[src/rtl/scroll_if.sv]
`default_nettype none
// ============================================================================
// Module  : scroll_if
// Brief   : Button/strobe inputs and shift-register controls of the scroll
//           controller, grouped as one bundle.
// Revision: 1.0 - initial release
// ============================================================================
interface scroll_if #(
    parameter int DIGITS = 5
);
    localparam int OFF_W = (DIGITS > 1) ? $clog2(DIGITS) : 1;

    logic             num_valid;
    logic             btn_left;
    logic             btn_right;
    logic             load;
    logic             en;
    logic             dir;
    logic [OFF_W-1:0] offset;

    modport master (
        output num_valid, btn_left, btn_right,
        input  load, en, dir, offset
    );

    modport slave (
        input  num_valid, btn_left, btn_right,
        output load, en, dir, offset
    );
endinterface
`default_nettype wire

[src/rtl/scroll_controller.sv]
`default_nettype none
// ============================================================================
// Module  : scroll_controller
// Brief   : Turns scroll buttons and the new-number strobe into load/en/dir
//           controls for the nibble-rotating register; tracks rotation offset.
// Revision: 1.0 - initial release
// ============================================================================
module scroll_controller #(
    parameter int DIGITS       = 5,
    parameter int REPEAT_DELAY = 25_000_000,
    parameter int REPEAT_RATE  = 5_000_000
) (
    input  logic     clk,
    input  logic     rst,
    scroll_if.slave  bus
);
    localparam int OFF_W   = (DIGITS > 1) ? $clog2(DIGITS) : 1;
    localparam int CNT_MAX = (REPEAT_DELAY > REPEAT_RATE) ? REPEAT_DELAY : REPEAT_RATE;
    localparam int CNT_W   = $clog2(CNT_MAX);

    localparam logic [CNT_W-1:0] c_DELAY_LD = CNT_W'(REPEAT_DELAY - 1);
    localparam logic [CNT_W-1:0] c_RATE_LD  = CNT_W'(REPEAT_RATE - 1);
    localparam logic [OFF_W-1:0] c_OFF_MAX  = OFF_W'(DIGITS - 1);

    typedef enum logic [1:0] {
        S_IDLE   = 2'd0,
        S_DELAY  = 2'd1,
        S_REPEAT = 2'd2
    } state_t;

    logic             r_sl_meta, r_sl, r_sr_meta, r_sr;
    state_t           r_state, w_state_nxt;
    logic [CNT_W-1:0] r_cnt, w_cnt_nxt;
    logic             r_btn_right, w_btn_right_nxt;
    logic             r_load, r_en, r_dir;
    logic [OFF_W-1:0] r_offset;

    logic             w_valid;
    logic             w_shift;

    assign w_valid = r_sl ^ r_sr;

    always_ff @(posedge clk or posedge rst) begin
        if (rst) begin
            r_sl_meta <= 1'b0;
            r_sl      <= 1'b0;
            r_sr_meta <= 1'b0;
            r_sr      <= 1'b0;
        end else begin
            r_sl_meta <= bus.btn_left;
            r_sl      <= r_sl_meta;
            r_sr_meta <= bus.btn_right;
            r_sr      <= r_sr_meta;
        end
    end

    always_ff @(posedge clk or posedge rst) begin
        if (rst) begin
            r_state     <= S_IDLE;
            r_cnt       <= '0;
            r_btn_right <= 1'b0;
        end else begin
            r_state     <= w_state_nxt;
            r_cnt       <= w_cnt_nxt;
            r_btn_right <= w_btn_right_nxt;
        end
    end

    // A different valid press while holding is a release; the new press is
    // picked up from IDLE on the next cycle.
    always_comb begin
        w_state_nxt     = r_state;
        w_cnt_nxt       = r_cnt;
        w_btn_right_nxt = r_btn_right;
        w_shift         = 1'b0;
        case (r_state)
            S_IDLE: begin
                if (w_valid) begin
                    w_shift         = 1'b1;
                    w_btn_right_nxt = r_sr;
                    w_cnt_nxt       = c_DELAY_LD;
                    w_state_nxt     = S_DELAY;
                end
            end
            S_DELAY, S_REPEAT: begin
                if (!w_valid || (r_sr != r_btn_right)) begin
                    w_state_nxt = S_IDLE;
                    w_cnt_nxt   = '0;
                end else if (r_cnt == '0) begin
                    w_shift     = 1'b1;
                    w_cnt_nxt   = c_RATE_LD;
                    w_state_nxt = S_REPEAT;
                end else begin
                    w_cnt_nxt = r_cnt - CNT_W'(1);
                end
            end
            default: begin
                w_state_nxt = S_IDLE;
                w_cnt_nxt   = '0;
            end
        endcase
        // A load overrides everything, so a held button re-presses afterwards.
        if (bus.num_valid) begin
            w_shift     = 1'b0;
            w_state_nxt = S_IDLE;
            w_cnt_nxt   = '0;
        end
    end

    always_ff @(posedge clk or posedge rst) begin
        if (rst) begin
            r_load   <= 1'b0;
            r_en     <= 1'b0;
            r_dir    <= 1'b0;
            r_offset <= '0;
        end else begin
            r_load <= bus.num_valid;
            r_en   <= w_shift;
            if (w_shift) begin
                r_dir <= r_btn_right_eff();
            end
            if (bus.num_valid) begin
                r_offset <= '0;
            end else if (w_shift) begin
                if (r_btn_right_eff()) begin
                    r_offset <= (r_offset == '0) ? c_OFF_MAX : r_offset - OFF_W'(1);
                end else begin
                    r_offset <= (r_offset == c_OFF_MAX) ? '0 : r_offset + OFF_W'(1);
                end
            end
        end
    end

    // Direction of the shift being issued this cycle.
    function automatic logic r_btn_right_eff();
        return w_btn_right_nxt;
    endfunction

    assign bus.load   = r_load;
    assign bus.en     = r_en;
    assign bus.dir    = r_dir;
    assign bus.offset = r_offset;

endmodule
`default_nettype wire

[src/flat_wrapper.sv]
// flat-port wrapper written by rule: the top's interface ports become plain ports
module scroll_controller_flat 
#(
    parameter int DIGITS       = 5,
    parameter int REPEAT_DELAY = 25_000_000,
    parameter int REPEAT_RATE  = 5_000_000
)
  (clk, rst, bus_num_valid, bus_btn_left, bus_btn_right, bus_load, bus_en, bus_dir, bus_offset);
  scroll_if #(.DIGITS(DIGITS)) bus_i ();
  input  logic clk;
  input  logic rst;
  input wire logic [$bits(bus_i.num_valid)-1:0] bus_num_valid;
  input wire logic [$bits(bus_i.btn_left)-1:0] bus_btn_left;
  input wire logic [$bits(bus_i.btn_right)-1:0] bus_btn_right;
  output wire logic [$bits(bus_i.load)-1:0] bus_load;
  output wire logic [$bits(bus_i.en)-1:0] bus_en;
  output wire logic [$bits(bus_i.dir)-1:0] bus_dir;
  output wire logic [$bits(bus_i.offset)-1:0] bus_offset;
  assign bus_i.num_valid = bus_num_valid;
  assign bus_i.btn_left = bus_btn_left;
  assign bus_i.btn_right = bus_btn_right;
  assign bus_load = bus_i.load;
  assign bus_en = bus_i.en;
  assign bus_dir = bus_i.dir;
  assign bus_offset = bus_i.offset;
  scroll_controller #(.DIGITS(DIGITS), .REPEAT_DELAY(REPEAT_DELAY), .REPEAT_RATE(REPEAT_RATE)) u_core (.clk(clk), .rst(rst), .bus(bus_i));
endmodule
[config.mk]
export PLATFORM = sky130hd
export DESIGN_NAME = scroll_controller_flat
export DESIGN_NICKNAME = d
export VERILOG_FILES = /design/src/rtl/scroll_if.sv /design/src/rtl/scroll_controller.sv /design/src/flat_wrapper.sv
export SDC_FILE = /design/constraint.sdc
export NUM_CORES = 1
export LEC_CHECK = 0
export BUFFER_PORTS_ARGS = -buffer_cell sky130_fd_sc_hd__buf_4
export CAP_MARGIN = 20
export CORE_ASPECT_RATIO = 0.8
export CORE_MARGIN = 10
export CORE_UTILIZATION = 50
export DETAILED_ROUTE_END_ITERATION = 10
export GPL_TIMING_DRIVEN = 0
export PLACE_DENSITY = 0.67
export SYNTH_ARGS = -nofsm -noshare
export SYNTH_HDL_FRONTEND = slang
export SYNTH_SLANG_ARGS = --single-unit
[constraint.sdc]
create_clock -name clk -period 2.39 [get_ports clk]
set_clock_uncertainty 0.1 [all_clocks]
set_input_delay 0.478 -clock clk [delete_from_list [all_inputs] [get_ports clk]]
set_output_delay 0.478 -clock clk [all_outputs]
set_load 0.02 [all_outputs]
==> metrics.md <==
| Metric | Value |
|---|---|
| Outcome | `finished clean` |
| Final HPWL DP | `3350 µm` |
| Syn Inst Count | `225` |
| Antenna cells | `0` |
| Iter 0 DRT Violations | `149` |
| DR WL met2 | `2250 µm` |
| Synth Warn # | `0` |
| Crit path largest cell delay | `470 ps` |
| Initial Utilization | `0.516` |
| Gpl congestion | `0.926` |
| Final setup viols | `0` |
| Switch Pwr | `0.000748 W` |
| CTS tree | `built` |
| Max Cap Viol | `0` |
| Fin. Hold Viols | `0` |
| Vias in the first global route | `1706` |
| Total Wirelength | `5020 µm` |
| Total GRT Usage | `0.138` |
| Routed via count | `1780` |
| Die area | `7320 µm²` |
| Crit path top cell by count | `buf_6` |
| WS Path Type | `reg2reg` |
| Post-Place Setup Slack | `-339 ps` |
| Clock power share | `0.258` |
| Post-Layout Cell Count | `305` |
| Metal3 WL | `253 µm` |
| Reg clk slew, reported paths | `80 ps` |
| IO Pins | `11` |
| Fin worst setup slack | `108 ps` |
| Synthesized area | `2140 µm²` |
| # nets final | `259` |
| Worst-case clock buffer depth | `2` |
| Min-delay worst type | `in2reg` |
| Crit. End Element | `flop` |
| I/O Buffers | `10` |
| Sequential share of the synthesized area | `0.444` |
| Largest net degree at the start of global routing | `39` |
| Switching Share | `0.357` |
| WL/cell | `16.5 µm` |
| Worst VDD drop | `0.000451 V` |
| # clock sinks | `38` |
| Power Internal | `0.00135 W` |
| Post-route DRC | `0` |
| Final Max Tran Viols | `0` |
| Top sig layer | `met4` |
| # rows | `21` |
| PD cells | `839 nW/µm²` |
| # H-tree levels | `2` |
| Post-synth EDFFs | `0` |
| Synth Flop Type | `dfrtp_1` |
| Die H | `78.5 µm` |
| Total gr overflow | `0` |
| Initial antenna violation count | `0` |
| Core Area | `4150 µm²` |
| Critical-path top delay cell | `or3b_2` |
| Drt pass-1 iters | `4` |
| Num CTS Buffers | `5` |
| Share of cells above drive strength 1 | `0.190` |
| CP required | `2450 ps` |
| Avg Inst Size Synth | `9.52 µm²` |
| Clock Latency Late Sink | `290 ps` |
| CP startpoint kind | `flop` |
| Fill cells | `365` |
| Register bit total from synthesis | `38` |
| Worst R2R Setup Slack | `110 ps` |
| Die X | `93.2 µm` |
| CP Cell Sequence | `inv_1 -> ha_2 -> or3b_2 -> nor4_4 -> buf_6 -> buf_6 -> nand3_1 -> mux2i_1 -> o211ai_1` |
| Drt via density | `5.84` |
| Arrival time worst endpoint | `2340 ps` |
| Crit path max fanout | `10` |
| Routed Antenna Nets | `0` |
| Metal-1 WL | `2480 µm` |
| Worst Tran Pin Value | `799 ps` |
| Final setup TNS | `0 ps` |
| Placed Cells | `292` |
| Area grow syn2layout | `16.7%` |
| CTS root buf | `clkbuf_8` |
| Combinational power share | `0.353` |
| Syn Nets | `237` |
| Design Power | `0.00210 W` |
| Fmax | `0.438 GHz` |
| Slew margin rel. | `0.463` |
| Reg power frac | `0.389` |
| Yosys cell types | `44` |
| Post-route minimum period | `2280 ps` |
| Async set or reset register ratio after synthesis | `1.00` |
| First-pass GRT wire length | `8340 µm` |
| Worst hold slack | `194 ps` |
| Pleak | `1.07 nW` |
| Part of the cycle the worst path needs | `0.955` |
==> placed cells by master (no fill, tap or decap), types with 4 or more instances in the layout <==
master    synthesis  final
nand3_1           6      6
buf_4             1     15
or2_2             4      4
nor3_1            6      6
or3_1             6      6
o21ai_1           1      4
nand2_1          14     14
o211ai_1          8      8
a21oi_1          11     10
inv_1            14     13
nor4_1            5      5
o21ai_0          16     13
dfrtp_1          38     38
clkbuf_8          0      5
ha_1              7      6
clkbuf_1          7      6
nor2_1           21     21
xor2_1            7      7
nand3b_1          4      4
nand4_1           4      4
==> power by group through the flow <==
stage	Clock [W]	Combinational, W	Sequential [W]
after floorplan	0	0.000486	0.000829
after global placement	0	0.000654	0.000821
after detailed placement	0	0.000662	0.000823
after CTS	0.000553	0.000689	0.000811
after global routing	0.000577	0.000818	0.000830
final	0.000541	0.000740	0.000816
==> kinds of logic after synthesis <==
| kind of cell | Yosys count | synth area share |
|---|---|---|
| simple gates | 87 | 0.241 |
| xor+xnor | 10 | 0.0409 |
| flops | 38 | 0.444 |
| buf+inv | 23 | 0.0426 |
| fa+ha+maj | 7 | 0.0409 |
| compound gates | 54 | 0.161 |
| mux | 6 | 0.0298 |
==> sequential cells by signal, summed over array words and instances, names as in the netlist <==
| register | flops |
|---|---|
| u_core.r_sl | 1 |
| u_core.r_state | 2 |
| u_core.r_sr | 1 |
| u_core.r_btn_right | 1 |
| u_core.r_cnt | 25 |
| u_core.bus.en | 1 |
| u_core.r_sr_meta | 1 |
| u_core.bus.load | 1 |
| u_core.bus.dir | 1 |
| u_core.r_sl_meta | 1 |
| u_core.bus.offset | 3 |
==> cell usage after synthesis (2+ instances only) <==
| library cell | n | area share |
|---|---|---|
| a22o_1 | 2 | 0.0082 |
| inv_1 | 14 | 0.025 |
| nand4_1 | 4 | 0.012 |
| a31oi_1 | 3 | 0.0088 |
| a41oi_1 | 2 | 0.0082 |
| nor3_1 | 6 | 0.014 |
| xor2_1 | 7 | 0.029 |
| o311ai_0 | 3 | 0.012 |
| o21ai_0 | 16 | 0.037 |
| nand2_1 | 14 | 0.025 |
| ha_1 | 7 | 0.041 |
| nor4_4 | 2 | 0.020 |
| o211ai_1 | 8 | 0.028 |
| mux2_2 | 3 | 0.016 |
| nand3b_1 | 4 | 0.014 |
| dfrtp_1 | 38 | 0.44 |
| nand2b_1 | 3 | 0.0088 |
| nor3b_1 | 2 | 0.0070 |
| xnor2_1 | 3 | 0.012 |
| o32ai_1 | 3 | 0.012 |
| mux2i_1 | 3 | 0.014 |
| a21oi_1 | 11 | 0.026 |
| nor4_1 | 5 | 0.015 |
| clkbuf_1 | 7 | 0.012 |
| nand4b_1 | 3 | 0.012 |
| nor2_1 | 21 | 0.037 |
| or3_1 | 6 | 0.018 |
| or2_2 | 4 | 0.012 |
| nand3_1 | 6 | 0.014 |
==> cell type report <==
cell class                      instances  area [µm²]  area share
Sequential cell                        38         951       0.380
Clock inverter                          1        30.0      0.0120
Inverter                               14        52.6      0.0210
Multi-Input combinational cell        164        1150       0.459
Tap cell                               57        71.3      0.0285
Timing Repair Buffer                   16         124      0.0495
Clock buffer                            7        76.3      0.0305
Buffer                                  8        47.5      0.0190
==> final timing paths <==
| check | startpoint | end | cells past startpoint |
|---|---|---|---|
| worst max register to register | u_core.r_cnt[0] | u_core.r_cnt[18] | 9 |
| worst max-delay path | u_core.r_cnt[0] | u_core.r_cnt[18] | 9 |
| worst min-delay path | bus_btn_left | u_core.r_sl_meta | 1 |
| worst min register to register | u_core.r_sl_meta | u_core.r_sl | 0 |
| min in group asynchronous | rst | u_core.r_sr_meta | 2 |
| max in group asynchronous | rst | u_core.r_cnt[21] | 2 |
==> timing repair <==
item | CTS | global route
setup buffers | 1 | 5
setup endpoints to repair | 29 | 21
resized for setup | 7 | 13
hold buffers | 0 | 0
pin swaps | 1 | 2
==> metal layers <==
metal | global-route usage | vias up
li1 | - | 869
met1 | 0.199 | 859
met2 | 0.201 | 46
met3 | 0.0361 | 6
met4 | 0.0308 | 0
met5 | 0 | -
==> worst max-delay path, delay by kind of cell, from the launching register on <==
| family | cells | cell delay, ps |
|---|---|---|
| and+or+nand+nor | 3 | 790 |
| DFF | 1 | 410 |
| adders and majority gates | 1 | 180 |
| AOI/OAI and AO/OA | 1 | 110 |
| muxes | 1 | 160 |
| buffers and inverters | 3 | 380 |
==> through the flow <==
stage,utilization,area (µm²)
finish,0.602,2500
detailed placement,0.551,2290
floorplan,-,2140
global route,0.602,2500
global placement,0.551,2290
CTS,0.584,2430
No activity file was read; power rests on OpenSTA's default activity.
